### config.mk
export PLATFORM = sky130hd
export DESIGN_NAME = hdlc_rx_drain
export DESIGN_NICKNAME = d
export VERILOG_FILES = /design/src/rtl/hdlc_rx_drain.sv
export SDC_FILE = /design/constraint.sdc
export NUM_CORES = 1
export LEC_CHECK = 0
export CAP_MARGIN = 25
export CORE_MARGIN = 5
export CORE_UTILIZATION = 37
export CTS_BUF_LIST = sky130_fd_sc_hd__clkbuf_4 sky130_fd_sc_hd__clkbuf_8
export CTS_CLUSTER_SIZE = 14
export DETAILED_ROUTE_END_ITERATION = 8
export HOLD_SLACK_MARGIN = 0.05
export SLEW_MARGIN = 10
export SYNTH_ARGS = -nofsm -noshare
export SYNTH_HDL_FRONTEND = slang
export SYNTH_SLANG_ARGS = --single-unit
### constraint.sdc
create_clock -name Clk -period 2.6 [get_ports Clk]
set_input_delay 0.52 -clock Clk [delete_from_list [all_inputs] [get_ports Clk]]
set_output_delay 0.52 -clock Clk [all_outputs]
set_load 0.02 [all_outputs]
### src/rtl/hdlc_rx_drain.sv
// Receive-side sequencer for the HDLC core: polls Rx_SC and drains each ready frame
// (length, then every buffer byte) onto a valid/ready byte stream.
//
// state    | meaning
// IDLE     | waiting for Enable before the next poll
// POLL     | read strobe on Rx_SC
// WAIT_SC  | Rx_SC data returns; choose drop, length read or gap
// RD_LEN   | read strobe on Rx_Len
// WAIT_LEN | Rx_Len data returns; range check
// RD_BUF   | read strobe on Rx_Buff
// WAIT_BUF | buffer byte returns and is captured
// PUSH     | byte offered downstream until accepted
// DROP     | write Rx_Drop to Rx_SC, pulse FrameDrop
// DONE     | pulse FrameDone
// GAP      | idle spacing between polls
module hdlc_rx_drain #(
    parameter int POLL_GAP = 4,
    parameter int MAX_LEN  = 126
) (
    input  logic       Clk,
    input  logic       Rst,
    input  logic       Enable,
    output logic [2:0] Address,
    output logic       WriteEnable,
    output logic       ReadEnable,
    output logic [7:0] DataIn,
    input  logic [7:0] DataOut,
    output logic [7:0] Byte,
    output logic       ByteValid,
    output logic       ByteLast,
    input  logic       ByteReady,
    output logic       FrameDone,
    output logic       FrameDrop,
    output logic [2:0] DropCode,
    output logic       Busy
);

    typedef enum logic [3:0] {
        IDLE, POLL, WAIT_SC, RD_LEN, WAIT_LEN, RD_BUF, WAIT_BUF, PUSH, DROP, DONE, GAP
    } state_t;

    localparam logic [2:0] ADDR_SC   = 3'd2;
    localparam logic [2:0] ADDR_BUFF = 3'd3;
    localparam logic [2:0] ADDR_LEN  = 3'd4;
    localparam logic [7:0] GAP_LOAD  = 8'(POLL_GAP - 1);
    localparam logic [7:0] LEN_MAX   = 8'(MAX_LEN);

    state_t     state_q, state_d;
    logic [7:0] sc_q, sc_d;
    logic [7:0] len_q, len_d;
    logic [7:0] cnt_q, cnt_d;
    logic [7:0] gap_q, gap_d;
    logic [2:0] address_q, address_d;
    logic       we_q, we_d, re_q, re_d;
    logic [7:0] data_in_q, data_in_d;
    logic [7:0] byte_q, byte_d;
    logic       valid_q, valid_d, last_q, last_d;
    logic       done_q, done_d, drop_q, drop_d;
    logic [2:0] code_q, code_d;
    logic       busy_q, busy_d;

    always_comb begin
        state_d   = state_q;
        sc_d      = sc_q;
        len_d     = len_q;
        cnt_d     = cnt_q;
        gap_d     = gap_q;
        address_d = address_q;
        we_d      = 1'b0;
        re_d      = 1'b0;
        data_in_d = 8'h00;
        byte_d    = byte_q;
        valid_d   = valid_q;
        last_d    = last_q;
        done_d    = 1'b0;
        drop_d    = 1'b0;
        code_d    = code_q;

        // Outputs are registered, so each strobe is set on the transition into its state.
        case (state_q)
            IDLE: if (Enable) begin
                state_d   = POLL;
                re_d      = 1'b1;
                address_d = ADDR_SC;
            end
            POLL: state_d = WAIT_SC;
            WAIT_SC: begin
                sc_d = DataOut;
                if (DataOut[3] || DataOut[2]) begin
                    state_d   = DROP;
                    we_d      = 1'b1;
                    address_d = ADDR_SC;
                    data_in_d = 8'h02;
                    drop_d    = 1'b1;
                    code_d    = 3'b010;
                end else if (DataOut[0]) begin
                    state_d   = RD_LEN;
                    re_d      = 1'b1;
                    address_d = ADDR_LEN;
                end else begin
                    state_d = GAP;
                    gap_d   = GAP_LOAD;
                end
            end
            RD_LEN: state_d = WAIT_LEN;
            WAIT_LEN: begin
                len_d = DataOut;
                cnt_d = 8'd0;
                if (DataOut == 8'd0 || DataOut > LEN_MAX) begin
                    state_d   = DROP;
                    we_d      = 1'b1;
                    address_d = ADDR_SC;
                    data_in_d = 8'h02;
                    drop_d    = 1'b1;
                    code_d    = 3'b001;
                end else begin
                    state_d   = RD_BUF;
                    re_d      = 1'b1;
                    address_d = ADDR_BUFF;
                end
            end
            RD_BUF: state_d = WAIT_BUF;
            WAIT_BUF: begin
                state_d = PUSH;
                byte_d  = DataOut;
                cnt_d   = cnt_q + 8'd1;
                valid_d = 1'b1;
                last_d  = (cnt_q + 8'd1 == len_q);
            end
            PUSH: if (ByteReady) begin
                valid_d = 1'b0;
                last_d  = 1'b0;
                if (last_q) begin
                    state_d = DONE;
                    done_d  = 1'b1;
                    code_d  = {sc_q[4], 2'b00};
                end else begin
                    state_d   = RD_BUF;
                    re_d      = 1'b1;
                    address_d = ADDR_BUFF;
                end
            end
            DROP, DONE: begin
                state_d = GAP;
                gap_d   = GAP_LOAD;
            end
            GAP: begin
                if (gap_q == 8'd0) state_d = IDLE;
                else               gap_d   = gap_q - 8'd1;
            end
            default: state_d = IDLE;
        endcase

        busy_d = (state_d != IDLE) && (state_d != GAP);
    end

    always_ff @(posedge Clk or negedge Rst) begin
        if (!Rst) begin
            state_q   <= IDLE;
            sc_q      <= 8'h00;
            len_q     <= 8'h00;
            cnt_q     <= 8'h00;
            gap_q     <= 8'h00;
            address_q <= 3'd0;
            we_q      <= 1'b0;
            re_q      <= 1'b0;
            data_in_q <= 8'h00;
            byte_q    <= 8'h00;
            valid_q   <= 1'b0;
            last_q    <= 1'b0;
            done_q    <= 1'b0;
            drop_q    <= 1'b0;
            code_q    <= 3'd0;
            busy_q    <= 1'b0;
        end else begin
            state_q   <= state_d;
            sc_q      <= sc_d;
            len_q     <= len_d;
            cnt_q     <= cnt_d;
            gap_q     <= gap_d;
            address_q <= address_d;
            we_q      <= we_d;
            re_q      <= re_d;
            data_in_q <= data_in_d;
            byte_q    <= byte_d;
            valid_q   <= valid_d;
            last_q    <= last_d;
            done_q    <= done_d;
            drop_q    <= drop_d;
            code_q    <= code_d;
            busy_q    <= busy_d;
        end
    end

    assign Address     = address_q;
    assign WriteEnable = we_q;
    assign ReadEnable  = re_q;
    assign DataIn      = data_in_q;
    assign Byte        = byte_q;
    assign ByteValid   = valid_q;
    assign ByteLast    = last_q;
    assign FrameDone   = done_q;
    assign FrameDrop   = drop_q;
    assign DropCode    = code_q;
    assign Busy        = busy_q;

endmodule

==> out/metrics.yaml <==
status:
  status: "finished, final reports clean"
drt:
  first_iter_violations: 137
  first_pass_iters: 4
  routed_via_density: 4.89
  drc_errors: 0
  wl_per_cell_um: 14.2
  routed.top_layer: "met4"
  wl_met1_mm: 2.96
  vias: 2031
  route.met2.wl_mm: 2.67
  antenna_left: 0
  drt-total-wl_mm: 5.87
  wl_met3_um: 170
critical_path:
  timing.rr.start: "state_q[1]"
  reg2reg_to: "gap_q[3]"
  crit_type: "primary input to flip-flop"
  reg2reg_depth: 6
  worstPathArrival_ns: 2.43
  crit_required_ns: 2.83
  start_kind: "primary input"
  reg2reg_slack_ns: 0.50
  end_kind: "flip-flop"
  path_max_fanout: 7
synth:
  synth_compound_area_share_pct: 14.3
  yosys.area.top_type: "dfrtp_1"
  synthSimpleGateAreaFrac_pct: 21.9
  synthAdderAreaFrac_pct: 1.43
  synthXorXnorAreaFrac_pct: 4.67
  synth_top_area_share_pct: 46.7
  synth_seq_cells: 49
  synth_top_family_by_area: "simple AND/OR/NAND/NOR gates"
  muxShareOfSynthArea_pct: 5.77
  yosys_warnings: 0
  async_flop_share_pct: 100
  syn-cell-area_mm2: 0.00263
  synth_seq_area_share_pct: 46.7
  yosys-top-cells-area: "dfrtp_1 (47%), nand2_1 (8.9%), o21ai_0 (4.4%)"
  netlist_instances: 282
  synth_area_per_cell_um2: 9.31
  synth_common_cells: "nand2_1 (62), dfrtp_1 (49), o21ai_0 (23)"
  synth_edf_count: 0
  synth_ff_type: "dfrtp_1"
  post-synth-top-count-cell: "nand2_1"
  ys_types: 51
worst_hold_path:
  min_path_type: "primary input to asynchronous set/reset pin"
sta:
  finalCriticalPeriod_ns: 2.19
  hold_viol: 0
  fin_ws_ns: 0.407
  max_clock_freq_mhz: 456
  maxSlewHeadroom_pct: 62.4
  grt_setup_unrepaired: "no"
  maxSlewViolCount: 0
  tns_ns: 0
  fin_crit_sh_pct: 84.3
  setup_violations: 0
  clock_skew_ns: 0.00911
  tightestPinTransition_ns: 0.565
floorplan:
  fp.coreArea_mm2: 0.00683
  die_h_um: 94.2
  initial_core_util_pct: 38.4
  die-area_mm2: 0.00888
  dieWidth_um: 94.2
  placementRows: 30
  io_pins: 41
grt:
  grt_pass1_wl_mm: 10.1
  grt_max_degree: 27
  grt_pass1_vias: 1996
  grt_util_all_layers_pct: 14.5
  grt_overflow: 0
  antenna_found_initial: 0
cells_and_area:
  antenna_cells: 0
  fin_nets: 334
  syn2layout_area_growth_pct: 20.5
  drive_gt1_share_pct: 11.6
cts:
  clk_latency_ns: 0.30
  cts_root_buffer: "clkbuf_8"
  cts_hold_buffers: 0
  cts-buffers-inserted: 5
  clkSinkCount: 49
  cts_tree: "yes"
  htreeDepth: 2
  post_cts_buffers: 0
  cts_max_path_buffers: 2
  postCtsResizedCells: 0
  clkSlewWorstSetupHoldPaths_ns: 0.09
power_and_ir_drop:
  irDropWorstVdd_mv: 0.422
  p_leak_nw: 1.40
  p_per_area_mw_per_mm2: 867
place:
  gp_congestion: 0.760
  portBuffers: 33
  pre_cts_ws_ns: 0.0926
  hpwlAfterDp_mm: 4.28
flow_run:
  maxCapViolCount: 0
[logic make-up (layout without fill, tap and decap cells)]
family | count (synthesis) | after routing
simple gates | 119 | 119
compound gates | 57 | 57
flops | 49 | 49
buf+inv | 25 | 56
xor+xnor | 14 | 14
mux | 14 | 14
fa+ha+maj | 3 | 3
other cells | 1 | 7
[worst max path at each step]
stage | startpoint | to | slack [ns]
6_report | DataOut[4] | gap_q[3] | 0.41
3_5_place_dp | DataOut[4] | gap_q[5] | 0.09
2_1_floorplan | gap_q[4] | gap_q[3] | 0.72
3_3_place_gp | DataOut[4] | Address[0] | 0.14
4_1_cts | DataOut[4] | gap_q[6] | 0.41
5_1_grt | state_q[2] | gap_q[5] | 0.26
[power breakdown]
part	switching (W)	internal (W)	leakage, nW
combinational	0.000572	0.000536	0.767
clock	0.000254	0.000211	0.0433
sequential	0.000195	0.000973	0.590
[routing by layer]
layer	vias up	track usage (%)
li1	1034	-
met5	-	0
met1	970	20.5
met2	21	22.4
met3	6	3.04
met4	0	3.97
[cell type report]
| class | instances | area (µm²) |
|---|---|---|
| clock buffer | 6 | 82.6 |
| clock inverter | 1 | 7.51 |
| fill | 684 | 3670 |
| inverter | 5 | 18.8 |
| multi-input combinational | 214 | 1290 |
| sequential | 49 | 1230 |
| tap | 96 | 120 |
| timing repair buffer | 44 | 420 |
[flip-flops by register name, summed over array words and instances (netlist names), 3 cells and up]
register and cells:
cnt_q 8, DropCode 3, Byte 8, state_q 4
Address 3, len_q 8, gap_q 8
[per-stage QoR]
step                cells  total power [W]  util (%)  area, µm²  hold slack (ns)
floorplan             288          0.00189         -       2650            0.224
global placement      408          0.00228      45.0       3070            0.458
detailed placement    408          0.00230      45.0       3070            0.463
CTS                   415          0.00277      46.3       3160            0.219
global route          415          0.00295      46.3       3160            0.241
finish                415          0.00274      46.3       3160            0.200
[cells in the final DEF, fill, tap and decap left out, types with 3 or more instances in the layout]
| cell | synthesis | routed |
|---|---|---|
| a21o_1 | 3 | 3 |
| a21oi_1 | 8 | 8 |
| and3_1 | 5 | 5 |
| buf_4 | 9 | 10 |
| clkbuf_8 | 0 | 6 |
| clkdlybuf4s50_1 | 0 | 32 |
| conb_1 | 1 | 7 |
| dfrtp_1 | 49 | 49 |
| ha_1 | 3 | 3 |
| inv_1 | 5 | 5 |
| mux2_2 | 9 | 9 |
| mux2i_1 | 5 | 5 |
| nand2_1 | 62 | 62 |
| nand2b_1 | 8 | 8 |
| nor2_1 | 13 | 13 |
| nor3_1 | 9 | 9 |
| o211ai_1 | 4 | 4 |
| o21ai_0 | 23 | 23 |
| xnor2_1 | 8 | 8 |
| xor2_1 | 6 | 6 |
[worst max-delay path, stage by stage]
cell	delay (ns)
clkdlybuf4s50_1	0.47
and4_1	0.20
a41oi_1	0.28
a21oi_1	0.11
buf_4	0.16
o21a_2	0.26
o21ai_0	0.22
mux2i_1	0.20
Power figures use the tool's default switching activity.
==> RTL change 1 (same flow settings) <==
Encoding of `state_t`: now Gray code (4 bits for 11 states).
--- a/src/rtl/hdlc_rx_drain.sv
+++ b/src/rtl/hdlc_rx_drain.sv
@@ -38,3 +38,3 @@
     typedef enum logic [3:0] {
-        IDLE, POLL, WAIT_SC, RD_LEN, WAIT_LEN, RD_BUF, WAIT_BUF, PUSH, DROP, DONE, GAP
+        IDLE = 4'b0000, POLL = 4'b0001, WAIT_SC = 4'b0011, RD_LEN = 4'b0010, WAIT_LEN = 4'b0110, RD_BUF = 4'b0111, WAIT_BUF = 4'b0101, PUSH = 4'b0100, DROP = 4'b1100, DONE = 4'b1101, GAP = 4'b1111
     } state_t;
Formal check against the unedited RTL: no difference found for any inputs over 10 cycles, from zero or initial values and one cycle with Rst low; not proved beyond that.
==> RTL change 1 against the original RTL <==
- via count is 5.4% lower
- synthesized cell count down 7.8%
- power up 17%
- cell count shrank 9.6%
- worst setup slack better by 0.044 ns
- area after synthesis is 4.8% lower
- combinational power is 29% higher
- global-route usage decreased by 0.99 points
- wire length is 9.4% lower
- design area decreased by 5.5%
- sequential cell count stayed put
- count of clock-buffer cells in the layout increased by 1
- critical path depth shrank 2
- critical path type unchanged
==> RTL change 1: results (changes against the original RTL) <==
=================================================================================================
Static Leakage                                                                        0.001327 uW   -5.2%
Warnings, synthesis                                                                             0   unchanged
Worst slack at placement                                                                0.1397 ns   +0.04709 ns
Number of buffers on the longest clock path                                                     2   unchanged
Outcome                                                                                 completed
CTS Root Cell                                                                        sky130_fd_sc_hd__clkbuf_8
Setup Skew                                                                            0.003057 ns   -0.006054 ns
Predominant post-synthesis flop cell                                                 sky130_fd_sc_hd__dfrtp_1
Sequential fraction of the synthesis area                                                  49.05%   +2.3 points
Initial antenna violation count                                                                 0   unchanged
Share of layout cells above drive strength 1                                               8.475%   -3.1 points
Placed wire-length estimate                                                               3872 um   -9.5%
Port buffer count                                                                              33   unchanged
Pint                                                                                      1970 uW   +15%
Slowest stage cell, crit path                                                        sky130_fd_sc_hd__or4b_1
Data arrival at the endpoint of the critical path                                         2.34 ns   -0.09 ns
Number of distinct library cell variants in the gate-level netlist after synthesis             45   -12%
Global-route wire length before repair                                                    9342 um   -7.4%
Cell family with most CP delay                                                       simple AND/OR/NAND/NOR gates
Actual slew at the worst max-slew pin                                                   0.7993 ns   +0.2346 ns
IR drop worst, VDD                                                                      0.5124 mV   +21%
Longest individual stage delay on the worst path                                          0.51 ns   +0.04 ns
Maximum capacitance violations                                                                  0   unchanged
Most instantiated cells after synthesis                                              sky130_fd_sc_hd__dfrtp_1, sky130_fd_sc_hd__nand2_1, sky130_fd_sc_hd__nor2_1, sky130_fd_sc_hd__o21ai_0, sky130_fd_sc_hd__nand3_1
Iteration-0 DRC count of the detailed router                                                   76   -45%
Biggest area contributors in the synthesized netlist                                 sky130_fd_sc_hd__dfrtp_1, sky130_fd_sc_hd__nand2_1, sky130_fd_sc_hd__mux2_2
Total track usage                                                                          13.50%   -0.99 points
CP Max Fanout                                                                                   4   -3
Detailed-route wire length                                                                5319 um   -9.4%
GPL Wtd Cong                                                                               0.8132   +7.0%
Fill cell count                                                                               635   -7.2%
Largest net degree at the start of global routing                                              50   +85%
Nets                                                                                          308   -7.8%
Post-CTS setup-driven buffer insertion count                                                    0   unchanged
Via count of the routed design                                                               1921   -5.4%
=================================================================================================
## RTL change 1: cell types whose count changed after synthesis, sizes merged, moves of 3 or more
cell	before	now
mux2i	5	1
nand2	63	45
nand2b	8	0
nand3	2	11
nand3b	0	3
nand4	1	4
nor2	13	19
nor2b	2	5
nor3	9	5
o211ai	4	0
o21ai	23	16
xor2	6	9
## RTL change 1: worst reg2reg max path: stages, from the launching register on
cell and delay (ns):
sky130_fd_sc_hd__dfrtp_1 0.56, sky130_fd_sc_hd__or3b_1 0.45, sky130_fd_sc_hd__a21o_1 0.18, sky130_fd_sc_hd__a21o_1 0.20, sky130_fd_sc_hd__or4b_1 0.51, sky130_fd_sc_hd__o21a_1 0.11
## RTL change 1: logic make-up after synthesis
logic type / share of synthesized area, %
flops: 49.05
compound gates: 11.56
xor+xnor: 6.307
fa+ha+maj: 1.001
mux: 4.004
simple gates: 22.67
buf+inv: 5.255
other cells: 0.1500
## RTL change 1: worst paths after layout
path	startpoint	to	slack (ns)	depth (start not counted)
worst max-delay path	Enable	Address[0]	0.45	6
worst min-delay path	Rst	gap_q[4]	0.31	2
worst max register to register	state_q[1]	Address[0]	0.49	5
worst min register to register	Byte[7]	Byte[7]	0.48	2
max in group asynchronous	Rst	len_q[2]	1.87	2
min in group Clk	Byte[7]	Byte[7]	0.48	2
## RTL change 1: area by class of cell
cell class                 instances  share of cell area [%]
clock buffer                       7                   3.223
inverter                           5                  0.6279
sequential                        49                   41.02
clock inverter                     1                  0.1674
tap                               80                   3.349
timing repair buffer              40                   12.64
multi-input combinational        193                   38.97
## RTL change 1: power by group through the flow
stage	clock [uW]	sequential (uW)	combinational [uW]
finish	481	1300	1430
global route	544	1350	1590
CTS	505	1300	1450
detailed placement	0	1310	1440
global placement	0	1310	1420
floorplan	0	1350	905
## RTL change 1: layer usage
metal	track usage (%)	vias up	wire length, um
met5	0	-	0
met4	3.960	0	89
met3	3.527	9	236
met2	21.96	38	2540
met1	17.68	917	2452
li1	-	957	-
## RTL change 1: per-stage QoR
| stage | instance area [sq um] | cells | power [uW] | util [%] | hold WS [ns] |
|---|---|---|---|---|---|
| after global placement | 2888 | 367 | 2735 | 43.22 | 0.4606 |
| after CTS | 2989 | 375 | 3254 | 44.74 | 0.3424 |
| final | 2989 | 375 | 3204 | 44.74 | 0.3119 |
| after global routing | 2989 | 375 | 3491 | 44.74 | 0.3609 |
| after floorplan | 2522 | 266 | 2253 | - | 0.2244 |
| after detailed placement | 2888 | 367 | 2756 | 43.22 | 0.4612 |
==> RTL change 2 (config.mk and constraints unchanged) <==
Without the edit above. The parameter `MAX_LEN` goes from 126 to 64.
--- a/src/rtl/hdlc_rx_drain.sv
+++ b/src/rtl/hdlc_rx_drain.sv
@@ -17,3 +17,3 @@
     parameter int POLL_GAP = 4,
-    parameter int MAX_LEN  = 126
+    parameter int MAX_LEN  = 64
 ) (
Check against the original RTL: not equivalent (Yosys sat finds a counterexample within 10 cycles, from zero or initial values and one cycle with Rst low).
==> RTL change 2 against the original RTL <==
- worst hold slack improved by 0.098 ns
- area after synthesis fell by 0.52%
- power rose by 20%
- non-clock buffer count rose by 8
- sequential cell count did not move
- wire length rose by 1.7%
- sequential share of layout area fell by 0.78 points
- worst setup slack got worse by 0.082 ns
- first-iteration DRC count fell by 29%
- utilization rose by 0.95 points
- design area rose by 2.1%
- combinational power rose by 28%
- critical endpoint is now gap_q[6]
==> RTL change 2: results (changes against the original RTL) <==
================================================================
Via count of the routed design                              2120   +4.4%
Tightest hold margin                                   0.2987 ns   +0.09836 ns
Inverters                                                      7   +2
Share of layout cells above drive strength 1              15.99%   +4.4 points
Clock network area share                                  3.719%   +0.87 points
Largest net degree at the start of global routing             50   +85%
Global-route wire length before repair                   9963 um   -1.2%
Met2 routed WL                                           2869 um   +7.4%
Non-clock buffer count in the final layout                    52   +18%
Longest individual stage delay on the worst path         0.49 ns   +0.02 ns
Sequential fraction of the synthesis area                 46.96%   +0.25 points
Placed Cells incl. Taps                                      407   -0.25%
Placement-stage cell area                             3109 sq um   +1.1%
Terminus of the critical flop-to-flop path              gap_q[6]
Vias in the first global route                              2050   +2.7%
Depth of the worst register-to-register path                   7   +1
Iteration-0 DRC count of the detailed router                  97   -29%
Die Area                                              8838 sq um   -0.47%
Portion of netlist area occupied by mux cells             4.696%   -1.1 points
Xor and xnor fraction of the mapped netlist area          4.025%   -0.65 points
Data arrival at the endpoint of the critical path        2.51 ns   +0.08 ns
CP Max Fanout                                                  9   +2
Adder-Cell Fraction of Synth Area                         1.437%   +0.0075 points
Static Leakage                                       0.001432 uW   +2.3%
Complex-gate fraction of the synthesized area             15.00%   +0.65 points
Total track usage                                         14.35%   -0.14 points
Seq/total area                                            37.97%   -0.78 points
Outcome                                                completed
Fill cell count                                              674   -1.5%
Setup Skew                                            0.01384 ns   +0.004734 ns
Vias per std cell                                          5.108   +4.4%
Cell family with most CP delay                      simple AND/OR/NAND/NOR gates
================================================================
[RTL change 2: metal layers]
layer / track usage, % / vias to the layer above
met1: 19.56 / 1032
li1: - / 1031
met2: 23.00 / 52
met3: 2.965 / 5
met5: 0 / -
met4: 4.091 / 0
[RTL change 2: worst max path at each step]
stage               start  endpoint  slack, ns  cells after the start
5_1_grt        DataOut[3]  gap_q[5]       0.20                      7
3_5_place_dp   DataOut[3]  gap_q[5]       0.02                      6
6_report       DataOut[3]  gap_q[6]       0.32                      7
4_1_cts        DataOut[3]  gap_q[4]       0.33                      7
3_3_place_gp   DataOut[3]  gap_q[5]       0.02                      6
2_1_floorplan  DataOut[3]  gap_q[5]       0.59                      5
[RTL change 2: where the power goes]
group / internal, uW / leakage [uW] / switching, uW
clock network: 313 / 0.0000574 / 265
registers: 1040 / 0.000627 / 261
logic: 698 / 0.000748 / 722
